<file path="src/rtl/serial_adder_pkg.sv">
// Shared types and helpers for the chunked serial adder.
package serial_adder_pkg;

    typedef enum logic [1:0] {
        StIdle,
        StRun,
        StDone
    } state_e;

    // Beat counter width; never narrower than one bit so CHUNK==WIDTH still has a counter.
    function automatic int unsigned beat_cnt_width(input int unsigned nbeats);
        return (nbeats > 1) ? $clog2(nbeats) : 1;
    endfunction

endpackage

</file>
<file path="src/rtl/serial_adder_if.sv">
// Operand/result handshake bundle for serial_adder.
// The sub port exists only when SERIAL_ADDER_SUB_EN is defined.
interface serial_adder_if #(
    parameter int unsigned WIDTH = 32
);
    logic             in_valid;
    logic             in_ready;
    logic [WIDTH-1:0] a;
    logic [WIDTH-1:0] b;
    logic             cin;
`ifdef SERIAL_ADDER_SUB_EN
    logic             sub;
`endif
    logic             out_valid;
    logic             out_ready;
    logic [WIDTH-1:0] sum;
    logic             cout;

`ifdef SERIAL_ADDER_SUB_EN
    modport master (
        output in_valid, a, b, cin, sub, out_ready,
        input  in_ready, out_valid, sum, cout
    );
    modport slave (
        input  in_valid, a, b, cin, sub, out_ready,
        output in_ready, out_valid, sum, cout
    );
`else
    modport master (
        output in_valid, a, b, cin, out_ready,
        input  in_ready, out_valid, sum, cout
    );
    modport slave (
        input  in_valid, a, b, cin, out_ready,
        output in_ready, out_valid, sum, cout
    );
`endif

endinterface

</file>
<file path="src/rtl/full_adder.sv">
// Full adder cell built from two half adders and an OR gate.
module full_adder (
    input  logic a,
    input  logic b,
    input  logic ci,
    output logic s,
    output logic co
);

    logic s0;
    logic c0;
    logic c1;

    half_adder u_ha0 (
        .a (a),
        .b (b),
        .s (s0),
        .c (c0)
    );

    half_adder u_ha1 (
        .a (s0),
        .b (ci),
        .s (s),
        .c (c1)
    );

    assign co = c0 | c1;

endmodule

</file>
<file path="src/rtl/half_adder.sv">
// Single-bit half adder cell.
module half_adder (
    input  logic a,
    input  logic b,
    output logic s,
    output logic c
);

    assign s = a ^ b;
    assign c = a & b;

endmodule

</file>
<file path="src/rtl/serial_adder.sv">
// Multi-cycle adder: sums WIDTH-bit operands CHUNK bits per clock through a full-adder ripple.
// Define SERIAL_ADDER_SUB_EN to add a subtract mode (sum = a - b, cout=1 means no borrow).
module serial_adder
    import serial_adder_pkg::*;
#(
    parameter int unsigned WIDTH = 32,
    parameter int unsigned CHUNK = 4
) (
    input  logic           clk,
    input  logic           rst_n,
    serial_adder_if.slave  bus
);

    localparam int unsigned NBEATS = WIDTH / CHUNK;
    localparam int unsigned BW     = beat_cnt_width(NBEATS);
    localparam logic [BW-1:0] LAST_BEAT = BW'(NBEATS - 1);

    state_e           state_q, state_d;
    logic [BW-1:0]    beat_q, beat_d;
    logic [WIDTH-1:0] a_q, a_d;
    logic [WIDTH-1:0] b_q, b_d;
    logic [WIDTH-1:0] sum_q, sum_d;
    logic             carry_q, carry_d;

    logic [CHUNK:0]       chain;
    logic [CHUNK-1:0]     chunk_sum;
    logic [WIDTH+CHUNK-1:0] sum_cat;

    assign chain[0] = carry_q;

    for (genvar i = 0; i < CHUNK; i++) begin : g_ripple
        full_adder u_fa (
            .a  (a_q[i]),
            .b  (b_q[i]),
            .ci (chain[i]),
            .s  (chunk_sum[i]),
            .co (chain[i+1])
        );
    end

    // New chunk enters at the MSB; the concatenation avoids a zero-width slice when CHUNK==WIDTH.
    assign sum_cat = {chunk_sum, sum_q};

    always_comb begin
        state_d = state_q;
        beat_d  = beat_q;
        a_d     = a_q;
        b_d     = b_q;
        sum_d   = sum_q;
        carry_d = carry_q;

        unique case (state_q)
            StIdle: begin
                if (bus.in_valid) begin
                    a_d     = bus.a;
                    b_d     = bus.b;
                    carry_d = bus.cin;
`ifdef SERIAL_ADDER_SUB_EN
                    if (bus.sub) begin
                        b_d     = ~bus.b;
                        carry_d = 1'b1;
                    end
`endif
                    beat_d  = '0;
                    state_d = StRun;
                end
            end
            StRun: begin
                a_d     = a_q >> CHUNK;
                b_d     = b_q >> CHUNK;
                sum_d   = sum_cat[WIDTH+CHUNK-1:CHUNK];
                carry_d = chain[CHUNK];
                beat_d  = beat_q + BW'(1);
                if (beat_q == LAST_BEAT) begin
                    state_d = StDone;
                end
            end
            StDone: begin
                if (bus.out_ready) begin
                    state_d = StIdle;
                end
            end
            default: state_d = StIdle;
        endcase
    end

    always_ff @(posedge clk or negedge rst_n) begin
        if (!rst_n) begin
            state_q <= StIdle;
            beat_q  <= '0;
            a_q     <= '0;
            b_q     <= '0;
            sum_q   <= '0;
            carry_q <= 1'b0;
        end else begin
            state_q <= state_d;
            beat_q  <= beat_d;
            a_q     <= a_d;
            b_q     <= b_d;
            sum_q   <= sum_d;
            carry_q <= carry_d;
        end
    end

    assign bus.in_ready  = (state_q == StIdle);
    assign bus.out_valid = (state_q == StDone);
    assign bus.sum       = sum_q;
    assign bus.cout      = carry_q;

endmodule

</file>
<file path="src/flat_wrapper.sv">
// flat-port wrapper written by rule: the top's interface ports become plain ports
module serial_adder_flat import serial_adder_pkg::*;
#(
    parameter int unsigned WIDTH = 32,
    parameter int unsigned CHUNK = 4
)
  (clk, rst_n, bus_in_valid, bus_a, bus_b, bus_cin, bus_out_ready, bus_in_ready, bus_out_valid, bus_sum, bus_cout);
  serial_adder_if #(.WIDTH(WIDTH)) bus_i ();
  input  logic clk;
  input  logic rst_n;
  input wire logic [$bits(bus_i.in_valid)-1:0] bus_in_valid;
  input wire logic [$bits(bus_i.a)-1:0] bus_a;
  input wire logic [$bits(bus_i.b)-1:0] bus_b;
  input wire logic [$bits(bus_i.cin)-1:0] bus_cin;
  input wire logic [$bits(bus_i.out_ready)-1:0] bus_out_ready;
  output wire logic [$bits(bus_i.in_ready)-1:0] bus_in_ready;
  output wire logic [$bits(bus_i.out_valid)-1:0] bus_out_valid;
  output wire logic [$bits(bus_i.sum)-1:0] bus_sum;
  output wire logic [$bits(bus_i.cout)-1:0] bus_cout;
  assign bus_i.in_valid = bus_in_valid;
  assign bus_i.a = bus_a;
  assign bus_i.b = bus_b;
  assign bus_i.cin = bus_cin;
  assign bus_i.out_ready = bus_out_ready;
  assign bus_in_ready = bus_i.in_ready;
  assign bus_out_valid = bus_i.out_valid;
  assign bus_sum = bus_i.sum;
  assign bus_cout = bus_i.cout;
  serial_adder #(.WIDTH(WIDTH), .CHUNK(CHUNK)) u_core (.clk(clk), .rst_n(rst_n), .bus(bus_i));
endmodule
</file>
<file path="config.mk">
export PLATFORM = sky130hd
export DESIGN_NAME = serial_adder_flat
export DESIGN_NICKNAME = d
export VERILOG_FILES = /design/src/rtl/serial_adder_pkg.sv /design/src/rtl/serial_adder_if.sv /design/src/rtl/full_adder.sv /design/src/rtl/half_adder.sv /design/src/rtl/serial_adder.sv /design/src/flat_wrapper.sv
export SDC_FILE = /design/constraint.sdc
export NUM_CORES = 1
export LEC_CHECK = 0
export CAP_MARGIN = 20
export CORE_MARGIN = 4
export CORE_UTILIZATION = 40
export CTS_BUF_LIST = sky130_fd_sc_hd__clkbuf_8 sky130_fd_sc_hd__clkbuf_16
export DETAILED_ROUTE_END_ITERATION = 10
export PLACE_DENSITY_LB_ADDON = 0.08
export SYNTH_ARGS = -nofsm -noshare
export SYNTH_HDL_FRONTEND = slang
export SYNTH_SLANG_ARGS = --single-unit
</file>
<file path="constraint.sdc">
create_clock -name clk -period 2.7 [get_ports clk]
set_clock_uncertainty 0.05 [all_clocks]
set_input_delay 0.54 -clock clk [delete_from_list [all_inputs] [get_ports clk]]
set_output_delay 0.54 -clock clk [all_outputs]
set_load 0.01 [all_outputs]
</file>
# [Word-level counts from Yosys, hierarchy flattened]
# Index checks and enable logic that the tools add are counted.
[totals] regBits=102 input_bits=69 output_inout_bits=35 word_cells=49
[op_classes] addsub=1 eq_ne=6 muxes=12 n_bitwise=20 n_reduce_logical=4
[ops] op="$pmux W32 S2" count=2
[ops] op="$mux W32" count=2
[ops] op="$and A1 B1 Y1" count=8
[ops] op="$xor A1 B1 Y1" count=8
[ops] op="$mux W2" count=3
[ops] op="$pmux W2 S3" count=1
[ops] op="$pmux W3 S2" count=1
[ops] op="$ne A2 B2 Y1 const B" count=2
[ops] op="$or A1 B1 Y1" count=4
[ops] op="$add A3 B1 Y3 const B" count=1
[ops] op="$eq A3 B3 Y1 const B" count=1
[ops] op="$mux W3" count=1
[ops] op="$reduce_and A3 Y1" count=1
[ops] op="$eq A2 B1 Y1 const B" count=1
[ops] op="$eq A2 B2 Y1 const B" count=1
[ops] op="$logic_not A2 Y1" count=1
[ops] op="$ne A2 B1 Y1 const B" count=1
[ops] op="$pmux W1 S2" count=1
[ops] op="$reduce_and A2 Y1" count=1
[ops] op="$reduce_bool A2 Y1" count=1
[ops] op="$mux W1" count=1

# [Longest topological paths before layout]
[depth] word_depth=10 ltp_mapped=8 ltp_nobuf=8

# [Cells and area by module]
# Synthesis repeated with hierarchy kept, for this count alone.
[hier_totals] hier_cells=452 area_unflattened_um2=4536.9
[modules_own_cells] module="serial_adder" instances=1 cells_each=440 area_per_inst_um2=4411.7 seq_area_each_um2=2552.4
[modules_own_cells] module="half_adder" instances=8 cells_each=1 area_per_inst_um2=12.5 seq_area_each_um2=0.0
[modules_own_cells] module="full_adder" instances=4 cells_each=1 area_per_inst_um2=6.3 seq_area_each_um2=0.0

# [Least setup slack after synthesis]
# OpenSTA, ideal clock, no wires.
[synth_path] kind="register to register" start="register u_core.carry_q, in the netlist u_core.bus.cout" end="register u_core.sum_q[31], in the netlist u_core.bus.sum[31]" setup_ns=0.083 t_arrival_ns=2.166 t_required_ns=2.567 path_slack_ns=0.402 stages_incl_launch_ff=9 n_path_buf=0 period_less_slack_ns=2.298 cell_sequence="dfrtp_1 -> inv_1 -> fa_1 -> inv_1 -> fa_1 -> fa_1 -> inv_1 -> fa_1 -> o21ai_0"
[synth_via] elab_chain_len=7
[synth_rtl] item="from (decl)" line_no="serial_adder.sv:23" source="logic carry_q, carry_d;"
[synth_rtl] item="from (signal assigned)" line_no="serial_adder.sv:101" source="carry_q <= carry_d;"
[synth_rtl] item="$and A1 B1 Y1" line_no="half_adder.sv:10" source="assign c = a & b;"
[synth_rtl] item="$or A1 B1 Y1" line_no="full_adder.sv:28" source="assign co = c0 | c1;"
[synth_rtl] item="$and A1 B1 Y1" line_no="half_adder.sv:10"
[synth_rtl] item="$or A1 B1 Y1" line_no="full_adder.sv:28"
[synth_rtl] item="$and A1 B1 Y1" line_no="half_adder.sv:10"
[synth_rtl] item="$or A1 B1 Y1" line_no="full_adder.sv:28"
[synth_rtl] item="$xor A1 B1 Y1" line_no="half_adder.sv:9" source="assign s = a ^ b;"
[synth_rtl] item="to (signal assigned)" line_no="serial_adder.sv:100" source="sum_q <= sum_d;"
[synth_rtl] item="to (decl)" line_no="serial_adder.sv:22" source="logic [WIDTH-1:0] sum_q, sum_d;"
# Every way passes these cells.
# A chain may end at the register's enable or synchronous reset.

# [Final worst setup path]
[layout_path] start="register u_core.state_q[1]" end="output bus_in_ready"
[layout_via] elab_chain_len=1
[layout_rtl] item="from (decl)" line_no="serial_adder.sv:18" source="state_e state_q, state_d;"
[layout_rtl] item="from (signal assigned)" line_no="serial_adder.sv:89" source="state_q <= StIdle;"
[layout_rtl] item="from (signal assigned)" line_no="serial_adder.sv:96" source="state_q <= state_d;"
[layout_rtl] item="$logic_not A2 Y1" line_no="serial_adder.sv:105" source="assign bus.in_ready = (state_q == StIdle);"
[layout_rtl] item="to (decl)" line_no="flat_wrapper.sv:16" source="output wire logic [$bits(bus_i.in_ready)-1:0] bus_in_ready;"
# Every way passes these cells.

==> reports/qor.txt <==
CP arrival - 1.85 ns
Final Max Slew Viols - 0
CTS tree - yes
Max_slew headroom - 48.4%
Design area - 0.00570 mm^2
CP Capture Type - primary output
Root Driver - clkbuf_8
# diodes - 0
Num rows - 38
DP Area - 0.00553 mm^2
Power per cell area - 1110 mW/mm^2
RePlAce Congestion - 0.760
CP max stage cell - clkdlybuf4s50_1
Setup TNS - 0 ns
Peak supply drop - 566 uV
H-tree depth - 3
Worst-path maximum fanout - 13
Top_reg_cell synth - dfrtp_1
Clock Sinks - 102
Dpl hpwl - 7690 um
DR iter-0 viols - 275
Worst setup path class - reg -> out
Syn Area/Cell - 9.84 um^2
Area grow syn2layout - 29.3%
Core area - 0.0108 mm^2
Final hold violations - 0
DIE WIDTH - 113 um
Via count - 3,670
Hold Buf Count CTS - 0
FF+latch area - 0.00255 mm^2
Syn nets - 523
Largest net degree at the start of global routing - 54
Leakage power - 2.49 nW
Run status - completed
Grt ovf - 0
Fin crit share - 90.2%
CP top delay family - buffers and inverters
Crit path largest cell delay - 0.62 ns
Layout cell share with drive strength beyond 1 - 7.37%
DRT Wirelength - 11,500 um
Post-synthesis instance total - 448
Vias in the first global route - 3,672
Fillers - 1,027
Final layout net count - 613
Fmax - 411 MHz
WL/cell - 16.8 um
Synth warn - 0
Number of synthesized flops with an enable pin - 0
Post-CTS setup buffer count - 0
Multi-input logic area - 0.00161 mm^2
CTS clock-pin slew for the worst setup and hold paths - 0.11 ns
Async SR Flop Fraction - 100%
Critical Path RT - 2.11 ns
DRC viols - 0
Clock Latency Late Sink - 0.36 ns
Initial antenna violation count - 0
Worst setup SP type - flip-flop
Worst Max-Slew Pin Slew - 0.773 ns
Resized Gates After CTS - 0
Critical path, cell by cell - nor2_1, clkdlybuf4s50_1
Via/cell ratio - 5.37
CTS buffer count - 9
Final setup fails - 0
Worst hold path type - in -> async
DRT Pass-1 Iters - 4
Fin crit period - 2.44 ns
Initial Utilization - 40.8%
IO Pins - 104
First-pass GRT wire length - 18,700 um
Input/output buffers - 103
RSZ-0062 raised after global routing - no
Die height - 113 um
Post-DRT Antenna Nets - 0
Die area - 0.0128 mm^2
Synth cell types - 28
Max Cap Viol - 0
Clock Path Buffers - 2
Register bit total from synthesis - 102
Synthesized area - 0.00441 mm^2
GR Util All Layers - 18.1%
Post-synthesis sequential area ratio - 57.9%
WP buf/inv - 1
-- through the flow --
stage	hold slack (ns)	cells	setup WS, ns	util, %	power [mW]
global route	0.0776	683	0.192	52.8	6.86
global placement	0.406	667	0.378	51.2	5.43
CTS	0.0698	683	0.249	52.8	6.42
floorplan	0.194	448	0.402	-	4.45
detailed placement	0.412	667	0.343	51.2	5.51
finish	0.0691	683	0.264	52.8	6.35
-- area by class of cell --
type                            count  area share (%)
Sequential cell                   102            44.8
Clock inverter                      7           0.856
Clock buffer                        9            2.17
Tap cell                          140            3.07
Timing Repair Buffer              115            20.3
Inverter                            9           0.593
Multi-Input combinational cell    301            28.2
-- per-layer routing --
| metal | vias up | global-route usage, % | wire, um |
|---|---|---|---|
| met1 | 1816 | 25.6 | 5430 |
| met5 | - | 0 | 0 |
| met2 | 90 | 28.6 | 5360 |
| li1 | 1755 | - | - |
| met3 | 9 | 4.28 | 623 |
| met4 | 0 | 3.93 | 94 |
-- state kept, by name, summed over array words and instances (netlist names) --
register / flops
u_core.bus.sum: 32
u_core.bus.cout: 1
u_core.a_q: 32
u_core.b_q: 32
u_core.state_q: 2
u_core.beat_q: 3
-- synthesized netlist by cell type, types with 5 or more instances --
library cell | count | area [um^2]
a22o_1 | 5 | 43.8
a21oi_1 | 53 | 265
o22ai_1 | 73 | 457
inv_1 | 7 | 26.3
o21ai_0 | 11 | 55.1
buf_2 | 19 | 95.1
clkbuf_1 | 5 | 18.8
dfrtp_1 | 102 | 2550
nor2_1 | 35 | 131
nand2_1 | 98 | 368
buf_4 | 8 | 60.1
-- power breakdown --
group | switching (mW) | leakage, nW | total, mW | internal [mW]
Sequential | 0.509 | 1.23 | 2.75 | 2.25
Combinational | 1.39 | 1.17 | 2.71 | 1.32
Clock | 0.549 | 0.0834 | 0.887 | 0.338
-- cell families (layout without fill, tap and decap cells) --
logic type	Yosys count	in the layout	synth area share [%]
buffers and inverters	45	140	5.73
and+or+nand+nor	143	143	13.1
adders and majority gates	6	6	2.38
AOI/OAI and AO/OA	152	152	20.9
DFF	102	102	57.9
-- final timing paths --
path	cells past startpoint	endpoint	start	slack, ns
max	2	bus_in_ready	u_core.state_q[1]	0.26
min	1	u_core.bus.sum[3]	rst_n	0.07
max reg2reg	8	u_core.bus.sum[31]	u_core.bus.cout	0.33
min reg2reg	2	u_core.bus.sum[3]	u_core.bus.sum[3]	0.43
max in group asynchronous	2	u_core.b_q[30]	rst_n	1.88
min in group clk	2	u_core.bus.sum[3]	u_core.bus.sum[3]	0.43
-- layout by cell type (no fill, tap or decap), types with 2 or more instances in the layout --
master	Yosys	final
o21ai_0	11	11
o221a_2	4	4
ha_1	2	2
nor2_1	35	35
buf_12	0	3
nand3b_1	4	4
clkdlybuf4s50_1	0	102
dfrtp_1	102	102
fa_1	4	4
a21oi_1	53	53
inv_1	7	8
o22ai_1	73	73
clkbuf_8	0	9
inv_6	0	2
inv_2	2	2
clkinvlp_4	0	3
nand2_1	98	98
buf_4	8	10
a22o_1	5	5
Note: power is estimated with default switching activity, not from simulation.
